===== config.mk =====
export PLATFORM = sky130hd
export DESIGN_NAME = ct_encrypt
export DESIGN_NICKNAME = d
export VERILOG_FILES = /design/src/rtl/ct_encrypt.sv
export SDC_FILE = /design/constraint.sdc
export NUM_CORES = 1
export LEC_CHECK = 0
export CORE_MARGIN = 2
export CORE_UTILIZATION = 58
export CTS_CLUSTER_SIZE = 10
export DETAILED_ROUTE_END_ITERATION = 8
export GPL_ROUTABILITY_DRIVEN = 0
export PLACE_DENSITY = 0.82
export REMOVE_ABC_BUFFERS = 1
export SETUP_SLACK_MARGIN = 0.15
export SYNTH_ARGS = -nofsm -noshare
export SYNTH_HDL_FRONTEND = slang
export SYNTH_SLANG_ARGS = --single-unit

===== constraint.sdc =====
create_clock -name clk -period 5.5 [get_ports clk]
set_clock_uncertainty 0.05 [all_clocks]
set_input_delay 0.825 -clock clk [delete_from_list [all_inputs] [get_ports clk]]
set_output_delay 0.825 -clock clk [all_outputs]
set_load 0.01 [all_outputs]

===== src/rtl/ct_encrypt.sv =====
// ARC4 encryptor over an external 256x8 S-array: INIT, KSA (4 cyc/iter), LEN, PRGA (7 cyc/byte); optional ARC4_PRINTABLE_CHECK_EN.
// One run per en while rdy=1; en while busy is ignored; rdy returns on the edge after the last ct write.
module ct_encrypt (
    input  logic        clk,
    input  logic        rst,
    input  logic        en,
    output logic        rdy,
    input  logic [23:0] key,
    output logic [7:0]  pt_addr,
    input  logic [7:0]  pt_rddata,
    output logic [7:0]  ct_addr,
    output logic [7:0]  ct_wrdata,
    output logic        ct_wren,
    output logic [7:0]  s_addr,
    input  logic [7:0]  s_rddata,
    output logic [7:0]  s_wrdata,
    output logic        s_wren,
    output logic        pt_err
);

    typedef enum logic [2:0] {IDLE, INIT, KSA, LEN, PRGA} state_t;

    state_t      state_q, state_d;
    logic [2:0]  phase_q, phase_d;
    logic [7:0]  i_q, i_d, j_q, j_d, k_q, k_d, len_q, len_d;
    logic [7:0]  si_q, si_d, sj_q, sj_d, t_q, t_d, ptb_q, ptb_d;
    logic [1:0]  km_q, km_d;
    logic [23:0] key_q, key_d;
    logic        rdy_q, rdy_d;
    logic [7:0]  s_addr_q, s_addr_d, s_wrdata_q, s_wrdata_d;
    logic        s_wren_q, s_wren_d;
    logic [7:0]  pt_addr_q, pt_addr_d;
    logic [7:0]  ct_addr_q, ct_addr_d, ct_wrdata_q, ct_wrdata_d;
    logic        ct_wren_q, ct_wren_d;
    logic [7:0]  kbyte, jn, pad;
    logic        start;

    assign start = (state_q == IDLE) && rdy_q && en;

    always_comb begin
        case (km_q)
            2'd0:    kbyte = key_q[23:16];
            2'd1:    kbyte = key_q[15:8];
            default: kbyte = key_q[7:0];
        endcase
    end

    always_comb begin
        state_d    = state_q;
        phase_d    = phase_q;
        i_d        = i_q;
        j_d        = j_q;
        k_d        = k_q;
        len_d      = len_q;
        si_d       = si_q;
        sj_d       = sj_q;
        t_d        = t_q;
        ptb_d      = ptb_q;
        km_d       = km_q;
        key_d      = key_q;
        rdy_d      = rdy_q;
        s_addr_d   = s_addr_q;
        s_wrdata_d = s_wrdata_q;
        s_wren_d   = 1'b0;
        pt_addr_d  = pt_addr_q;
        ct_addr_d  = ct_addr_q;
        ct_wrdata_d = ct_wrdata_q;
        ct_wren_d  = 1'b0;
        jn         = 8'd0;
        pad        = 8'd0;

        case (state_q)
            IDLE: begin
                rdy_d = 1'b1;
                if (start) begin
                    key_d   = key;
                    rdy_d   = 1'b0;
                    state_d = INIT;
                    i_d     = 8'd0;
                end
            end
            INIT: begin
                s_addr_d   = i_q;
                s_wrdata_d = i_q;
                s_wren_d   = 1'b1;
                i_d        = i_q + 8'd1;
                if (i_q == 8'hFF) begin
                    // s[0] is known to be 0 after INIT, so the first KSA read is skipped
                    state_d = KSA;
                    phase_d = 3'd0;
                    j_d     = 8'd0;
                    si_d    = 8'd0;
                    km_d    = 2'd0;
                end
            end
            KSA: begin
                case (phase_q)
                    3'd0: begin
                        jn       = j_q + si_q + kbyte;
                        j_d      = jn;
                        s_addr_d = jn;
                        phase_d  = 3'd1;
                    end
                    3'd1: begin
                        s_addr_d = i_q + 8'd1;
                        phase_d  = 3'd2;
                    end
                    3'd2: begin
                        s_addr_d   = i_q;
                        s_wrdata_d = s_rddata;
                        s_wren_d   = 1'b1;
                        phase_d    = 3'd3;
                    end
                    default: begin
                        s_addr_d   = j_q;
                        s_wrdata_d = si_q;
                        s_wren_d   = 1'b1;
                        // prefetched s[i+1] is stale when this swap lands on it
                        si_d       = (j_q == i_q + 8'd1) ? si_q : s_rddata;
                        i_d        = i_q + 8'd1;
                        km_d       = (km_q == 2'd2) ? 2'd0 : km_q + 2'd1;
                        phase_d    = 3'd0;
                        if (i_q == 8'hFF) state_d = LEN;
                    end
                endcase
            end
            LEN: begin
                case (phase_q)
                    3'd0: begin
                        pt_addr_d = 8'd0;
                        phase_d   = 3'd1;
                    end
                    3'd1: phase_d = 3'd2;
                    3'd2: begin
                        len_d       = pt_rddata;
                        ct_addr_d   = 8'd0;
                        ct_wrdata_d = pt_rddata;
                        ct_wren_d   = 1'b1;
                        if (pt_rddata == 8'd0) begin
                            phase_d = 3'd3;
                        end else begin
                            state_d = PRGA;
                            phase_d = 3'd0;
                            k_d     = 8'd1;
                            i_d     = 8'd0;
                            j_d     = 8'd0;
                        end
                    end
                    default: begin
                        state_d = IDLE;
                        rdy_d   = 1'b1;
                    end
                endcase
            end
            PRGA: begin
                case (phase_q)
                    3'd0: begin
                        i_d       = i_q + 8'd1;
                        s_addr_d  = i_q + 8'd1;
                        pt_addr_d = k_q;
                        phase_d   = 3'd1;
                    end
                    3'd1: phase_d = 3'd2;
                    3'd2: begin
                        si_d     = s_rddata;
                        jn       = j_q + s_rddata;
                        j_d      = jn;
                        s_addr_d = jn;
                        ptb_d    = pt_rddata;
                        phase_d  = 3'd3;
                    end
                    3'd3: phase_d = 3'd4;
                    3'd4: begin
                        sj_d     = s_rddata;
                        t_d      = si_q + s_rddata;
                        s_addr_d = si_q + s_rddata;
                        phase_d  = 3'd5;
                    end
                    3'd5: begin
                        s_addr_d   = i_q;
                        s_wrdata_d = sj_q;
                        s_wren_d   = 1'b1;
                        phase_d    = 3'd6;
                    end
                    3'd6: begin
                        s_addr_d   = j_q;
                        s_wrdata_d = si_q;
                        s_wren_d   = 1'b1;
                        // pad was read before the swap landed; forward swapped values
                        if (t_q == i_q)      pad = sj_q;
                        else if (t_q == j_q) pad = si_q;
                        else                 pad = s_rddata;
                        ct_addr_d   = k_q;
                        ct_wrdata_d = ptb_q ^ pad;
                        ct_wren_d   = 1'b1;
                        k_d         = k_q + 8'd1;
                        phase_d     = (k_q == len_q) ? 3'd7 : 3'd0;
                    end
                    default: begin
                        state_d = IDLE;
                        rdy_d   = 1'b1;
                    end
                endcase
            end
            default: state_d = IDLE;
        endcase
    end

    always_ff @(posedge clk or posedge rst) begin
        if (rst) begin
            state_q     <= IDLE;
            phase_q     <= 3'd0;
            i_q         <= 8'd0;
            j_q         <= 8'd0;
            k_q         <= 8'd0;
            len_q       <= 8'd0;
            si_q        <= 8'd0;
            sj_q        <= 8'd0;
            t_q         <= 8'd0;
            ptb_q       <= 8'd0;
            km_q        <= 2'd0;
            key_q       <= 24'd0;
            rdy_q       <= 1'b0;
            s_addr_q    <= 8'd0;
            s_wrdata_q  <= 8'd0;
            s_wren_q    <= 1'b0;
            pt_addr_q   <= 8'd0;
            ct_addr_q   <= 8'd0;
            ct_wrdata_q <= 8'd0;
            ct_wren_q   <= 1'b0;
        end else begin
            state_q     <= state_d;
            phase_q     <= phase_d;
            i_q         <= i_d;
            j_q         <= j_d;
            k_q         <= k_d;
            len_q       <= len_d;
            si_q        <= si_d;
            sj_q        <= sj_d;
            t_q         <= t_d;
            ptb_q       <= ptb_d;
            km_q        <= km_d;
            key_q       <= key_d;
            rdy_q       <= rdy_d;
            s_addr_q    <= s_addr_d;
            s_wrdata_q  <= s_wrdata_d;
            s_wren_q    <= s_wren_d;
            pt_addr_q   <= pt_addr_d;
            ct_addr_q   <= ct_addr_d;
            ct_wrdata_q <= ct_wrdata_d;
            ct_wren_q   <= ct_wren_d;
        end
    end

`ifdef ARC4_PRINTABLE_CHECK_EN
    logic pt_err_q, pt_err_d;

    always_comb begin
        pt_err_d = pt_err_q;
        if (start)
            pt_err_d = 1'b0;
        else if (state_q == PRGA && phase_q == 3'd6 && (ptb_q < 8'h20 || ptb_q > 8'h7E))
            pt_err_d = 1'b1;
    end

    always_ff @(posedge clk or posedge rst) begin
        if (rst) pt_err_q <= 1'b0;
        else     pt_err_q <= pt_err_d;
    end

    assign pt_err = pt_err_q;
`else
    assign pt_err = 1'b0;
`endif

    assign rdy       = rdy_q;
    assign s_addr    = s_addr_q;
    assign s_wrdata  = s_wrdata_q;
    assign s_wren    = s_wren_q;
    assign pt_addr   = pt_addr_q;
    assign ct_addr   = ct_addr_q;
    assign ct_wrdata = ct_wrdata_q;
    assign ct_wren   = ct_wren_q;

endmodule

==> results of run 1 <==
## cell families after synthesis
family / after synthesis
XOR/XNOR: 58
AO/OA/AOI/OAI: 252
multiplexers: 96
buffers and inverters: 93
flip-flops: 139
other: 1
adder cells (fa/ha/maj): 32
AND/OR/NAND/NOR: 255
## per-stage QoR
| stage | cell area (um2) | hold WS, ns | cells | setup slack [ns] |
|---|---|---|---|---|
| after floorplan | 8512 | 0.4155 | 866 | 0.9005 |
| after global placement | 9723 | 0.4006 | 1153 | 2.079 |
| after detailed placement | 9723 | 0.4090 | 1153 | 1.877 |
| after CTS | 10350 | 0.4215 | 1185 | 1.832 |
| after global routing | 10350 | 0.4453 | 1185 | 1.570 |
| final | 10350 | 0.4231 | 1185 | 1.779 |
## routing by layer
| layer | vias to the layer above | wire length [um] | global-route usage [%] |
|---|---|---|---|
| met4 | 0 | 718 | 11.44 |
| met1 | 3725 | 9993 | 43.08 |
| met2 | 451 | 11100 | 47.31 |
| met3 | 68 | 2587 | 9.422 |
| met5 | - | 0 | 0 |
| li1 | 3464 | - | - |
## state kept, by name (all words and copies together) (netlist names), 2 cells and up
| register | count |
|---|---|
| pt_addr | 8 |
| t_q | 8 |
| len_q | 8 |
| ct_addr | 8 |
| i_q | 8 |
| si_q | 8 |
| s_wrdata | 8 |
| key_q | 24 |
| ct_wrdata | 8 |
| s_addr | 8 |
| ptb_q | 8 |
| km_q | 2 |
| j_q | 8 |
| sj_q | 8 |
| state_q | 3 |
| k_q | 8 |
| phase_q | 3 |
## where the power goes
group / internal, mW / switching, mW / leakage (nW)
registers: 1.09 / 0.114 / 1.70
clock network: 0.782 / 0.448 / 0.311
logic: 0.449 / 0.488 / 2.49
total: 2.32 / 1.05 / 4.50
## layout make-up
type	count	share of cell area, %
Clock inverter	11	1.608
Multi-Input combinational cell	694	47.58
Timing Repair Buffer	99	9.236
Clock buffer	21	4.449
Inverter	33	1.245
Sequential cell	139	33.61
Tap cell	188	2.273
## placed cells by master, fill, tap and decap left out, types with 9 or more instances in the layout
cell type,synthesis,layout
clkbuf_16,0,17
o22ai_1,13,13
dfrtp_1,139,139
a21oi_1,53,53
fa_1,10,10
xor2_1,22,22
inv_1,32,31
a31oi_1,11,11
a211oi_1,13,13
buf_4,2,14
nand3_1,21,21
xnor2_1,35,35
mux2i_1,42,42
or3_1,9,9
nor2_1,62,62
nor3_1,12,11
clkdlybuf4s50_1,0,85
mux2_2,54,54
o21ai_0,62,62
ha_1,22,22
nand2_1,97,97
a22o_1,17,17
## worst max-delay path, stage by stage (launching register included)
cell and delay (ns):
dfrtp_1 0.67, mux2i_1 0.28, nor2_1 0.07, a21oi_1 0.20
fa_1 0.46, inv_1 0.08, ha_1 0.17, inv_1 0.06
fa_1 0.39, nor2b_1 0.21, o21ai_0 0.10, a21oi_1 0.27
mux2i_1 0.14, a221oi_1 0.31, o32a_1 0.20
## worst paths after layout
check / from / to / slack (ns) / cells past startpoint
max reg2reg: km_q[0]$_DFFE_PP0P_ / s_addr[5]$_DFFE_PP0P_ / 1.78 / 14
min: ct_addr[7]$_DFFE_PP0P_ / ct_addr[7]$_DFFE_PP0P_ / 0.42 / 2
min reg2reg: ct_addr[7]$_DFFE_PP0P_ / ct_addr[7]$_DFFE_PP0P_ / 0.42 / 2
max in group asynchronous: rst / k_q[2]$_DFFE_PP0P_ / 3.47 / 3
max: km_q[0]$_DFFE_PP0P_ / s_addr[5]$_DFFE_PP0P_ / 1.78 / 14
min in group asynchronous: rst / ct_wrdata[3]$_DFFE_PP0P_ / 0.90 / 2
==> results.json, run 1 <==
{
  "run_status": "complete, no violations",
  "nFillCells": 1115,
  "layout.nets": 1059,
  "cts_tree": "yes",
  "cts_buffer_depth": 2,
  "holdBufCountCts": 0,
  "rows": 45,
  "root_buffer": "clkbuf_16",
  "grtUsageTotal_pct": 31.33,
  "synthAdderAreaFrac_pct": 5.395,
  "synth_cells": 926,
  "grt_setup_unrepaired": "no",
  "synth_mux_area_share_pct": 11.67,
  "wire_per_inst_um": 20.59,
  "worst_pin_slew_ns": 0.9163,
  "start_kind": "flip-flop",
  "post-cts-setup-buffer-count": 0,
  "die-area_um2": 16200,
  "final.period_utilization_pct": 67.65,
  "final_util_pct": 68.85,
  "core_area_um2": 15030,
  "path_clk_slew_ns": 0.06,
  "synth_top_family_by_area": "compound AO/OA/AOI/OAI gates",
  "hold_viol_final": 0,
  "clk_latency_ns": 0.44,
  "fmax_mhz": 268.8,
  "tns_ns": 0,
  "cts.sinks": 139,
  "cp-end-kind": "flip-flop",
  "powerDensity_nw_per_um2": 325.6,
  "critPathKind": "reg -> reg",
  "yosys_warnings": 0,
  "finalWirelength_um": 24400,
  "netlist_area_um2": 8812,
  "seq_area_um2": 3478,
  "ir_drop_mv": 0.2189,
  "htreeDepth": 4,
  "grt_pass1_vias": 7460,
  "maxSlewViolCount": 0,
  "cap_violations": 0,
  "synth_ff_type": "dfrtp_1",
  "synth_edf_count": 0,
  "avgSynthCellArea_um2": 9.516,
  "ys_seq_area_share_pct": 39.47,
  "synth-xor-area-share_pct": 5.850,
  "antennaDiodeCount": 0,
  "avgViaCountPerCell": 6.505,
  "cp_max_fo": 10,
  "cts_buffers": 17,
  "io_pins": 87,
  "vias": 7708,
  "ys_types": 68,
  "yosys.area_share.simple_pct": 13.79,
  "synth.most_common_cell": "dfrtp_1",
  "die_y_um": 127.3,
  "die_x_um": 127.3,
  "arrival_ns": 4.05,
  "drc_errors": 0,
  "p_leak_nw": 4.504,
  "ys_async_sr_fraction_pct": 100.0,
  "ant_nets": 0,
  "synth_top_cell_by_area": "dfrtp_1",
  "grt_pass1_wl_um": 39810,
  "drt_iter0_markers": 908,
  "first_pass_iters": 6,
  "overflow": 0,
  "synth_seq_cells": 139,
  "max_slew_margin_pct": 38.92,
  "multi_input_area_um2": 4925,
  "grt_max_degree": 102,
  "hold_class": "reg -> reg",
  "initial_utilization_pct": 58.62,
  "place_hpwl_um": 16710,
  "synth_top_area_share_pct": 39.47,
  "p_total_mw": 3.370,
  "grt_antenna_before_repair": 0,
  "syn2layout_area_growth_pct": 17.45,
  "period_needed_ns": 3.721,
  "synth.area.top_cells": "dfrtp_1, mux2_2, mux2i_1",
  "drive_gt1_share_pct": 11.74,
  "portBuffers": 85,
  "post_cts_resized": 0,
  "worstPathRequired_ns": 5.83,
  "ys_top_cells_by_count": "dfrtp_1, nand2_1, nor2_1, o21ai_0, mux2_2",
  "synth_compound_area_share_pct": 18.97,
  "finalSetupViolCount": 0
}
Note: power is estimated with default switching activity, not from simulation.
==> run 2: changes to the inputs <==
- CORE_UTILIZATION: 58 -> 53
- PLACE_DENSITY: 0.82 -> 0.79
- clock period: 5.5 -> 3.3 ns (I/O delays scaled with it)
==> results.json, run 2 (synthesized netlist as in run 1, its figures left out) <==
{
  "cts_buffer_depth": 2,
  "cts_tree": "yes",
  "grt_pass1_wl_um": 40710,
  "path_cells": "mux2i_1 -> nor2_1 -> a21oi_2 -> fa_1 -> inv_1 -> ha_2 -> inv_2 -> fa_2 -> nor2b_2 -> o31a_1 -> o21a_1 -> or3_4 -> nand3_2 -> o21ai_1 -> mux2_4",
  "drive_gt1_share_pct": 16.67,
  "r2r_slack_ns": -0.009,
  "tns_ns": -0.009210,
  "final.period_utilization_pct": 100.3,
  "root_buffer": "clkbuf_16",
  "grtUsageTotal_pct": 29.27,
  "ant_nets": 0,
  "run_status": "complete, but fails checks",
  "die-area_um2": 17670,
  "drt_iter0_markers": 952,
  "grt_setup_unrepaired": "yes",
  "initial_utilization_pct": 53.71,
  "cts_buffers": 17,
  "setup_ws_ns": -0.009210,
  "layout.nets": 1094,
  "finalSetupViolCount": 1,
  "powerDensity_nw_per_um2": 550.1,
  "top_register": "key_q",
  "seq_area_um2": 3480,
  "critPathKind": "reg -> reg",
  "htreeDepth": 4,
  "worstPathRequired_ns": 3.57,
  "period_needed_ns": 3.309,
  "cap_violations": 0,
  "place_hpwl_um": 17350,
  "wire_per_inst_um": 19.95,
  "antennaDiodeCount": 0,
  "holdBufCountCts": 0,
  "die_x_um": 132.9,
  "worstHoldStart": "ct_addr[6]$_DFFE_PP0P_",
  "cts.sinks": 139,
  "path_buf_inv": 2,
  "io_pins": 87,
  "largest_register_ffs": 24,
  "max_stage_delay_ns": 0.55,
  "path_clk_slew_ns": 0.06,
  "rows": 47,
  "first_pass_iters": 6,
  "core_area_um2": 16410,
  "p_leak_nw": 4.707,
  "die_y_um": 132.9,
  "r2r_end": "j_q[7]$_DFFE_PP0P_",
  "hold_class": "reg -> reg",
  "layout.cells.most_common": "dfrtp_1",
  "violations": "setup timing",
  "dp_slack_ns": 0.08257,
  "avgViaCountPerCell": 6.272,
  "fmax_mhz": 302.2,
  "hold_end": "ct_addr[6]$_DFFE_PP0P_",
  "crit_path_top_delay_cell": "fa_1",
  "portBuffers": 85,
  "overflow": 0,
  "multi_input_area_um2": 5035,
  "clk_latency_ns": 0.43,
  "worst_pin_slew_ns": 1.181,
  "arrival_ns": 3.58,
  "vias": 7852,
  "crit_cells": 15,
  "max_slew_margin_pct": 20.98,
  "cp-end-kind": "flip-flop",
  "start_kind": "flip-flop",
  "nFillCells": 1240,
  "grt_max_degree": 63,
  "startpoint": "km_q[0]$_DFFE_PP0P_",
  "grt_antenna_before_repair": 0,
  "hold-path-cell-count": 2,
  "finalWirelength_um": 24970,
  "syn2layout_area_growth_pct": 22.60,
  "worst-r2r-cell-count": 15,
  "drc_errors": 0,
  "path_delay_family": "adder cells",
  "maxSlewViolCount": 0,
  "ir_drop_mv": 0.3974,
  "hold_viol_final": 0,
  "dp_cells": 1217,
  "layout.cells.non_filler": 1252,
  "grt_pass1_vias": 7551,
  "layout_common_cells": "dfrtp_1, nand2_1, clkdlybuf4s50_1",
  "cp_max_fo": 4,
  "r2r-start": "km_q[0]$_DFFE_PP0P_"
}
-- run 2: changes by cell type in the layout (fill, tap and decap cells not counted), sizes merged --
cell	before	now
buf	14	49
clkinv	6	4
clkinvlp	0	2
clkbuf	21	22
inv	34	33
-- run 2: worst reg2reg max path: stages (launching register included) --
cell and delay (ns):
dfrtp_2 0.44, mux2i_1 0.13, nor2_1 0.12, a21oi_2 0.06
fa_1 0.55, inv_1 0.08, ha_2 0.19, inv_2 0.05
fa_2 0.21, nor2b_2 0.06, o31a_1 0.25, o21a_1 0.19
or3_4 0.37, nand3_2 0.08, o21ai_1 0.07, mux2_4 0.28
-- run 2: how the worst max path moves through the flow --
stage | endpoint | slack, ns
4_1_cts | j_q[7]$_DFFE_PP0P_ | 0.13
3_5_place_dp | j_q[7]$_DFFE_PP0P_ | 0.08
3_3_place_gp | s_addr[7]$_DFFE_PP0P_ | 0.15
2_1_floorplan | ct_addr[0]$_DFFE_PP0P_ | -0.97
6_report | j_q[7]$_DFFE_PP0P_ | -0.009
5_1_grt | s_addr[7]$_DFFE_PP0P_ | -0.12
-- run 2: repair_timing --
| action | in CTS | in global routing |
|---|---|---|
| resized for setup | 10 | 19 |
| buffers inserted | 0 | 3 |
| setup endpoints to repair | 4 | 9 |
| pin swaps | 0 | 13 |
-- run 2: power breakdown --
part / switching, mW / internal (mW)
clock: 0.737 / 1.34
sequential: 0.129 / 1.82
combinational: 0.973 / 0.943
total: 1.84 / 4.10
-- run 2: final cells by class --
type	count	area share (%)
multi-input combinational	694	46.60
sequential	139	32.21
timing repair buffer	134	11.46
clock buffer	22	4.482
tap	220	2.548
clock inverter	10	1.506
inverter	33	1.193
-- run 2: routing by layer --
| metal | GRT usage (%) | wire length [um] |
|---|---|---|
| met5 | 0 | 0 |
| met4 | 10.99 | 741 |
| met3 | 7.126 | 2289 |
| met2 | 44.70 | 11530 |
| met1 | 40.59 | 10410 |
-- run 2: through the flow --
stage | power [mW] | hold slack, ns | cell area (um2) | util [%]
2_1_floorplan | 3.103 | 0.4155 | 8512 | -
3_3_place_gp | 3.569 | 0.4059 | 10020 | 61.05
3_5_place_dp | 3.611 | 0.4056 | 10020 | 61.05
4_1_cts | 5.731 | 0.4176 | 10690 | 65.16
5_1_grt | 6.211 | 0.4440 | 10800 | 65.85
6_report | 5.943 | 0.4148 | 10800 | 65.85
==> run 3: changes to the inputs <==
- SLEW_MARGIN: default -> 0
==> results of run 3 <==
Final layout, timing and power as in run 2 (identical DEF).
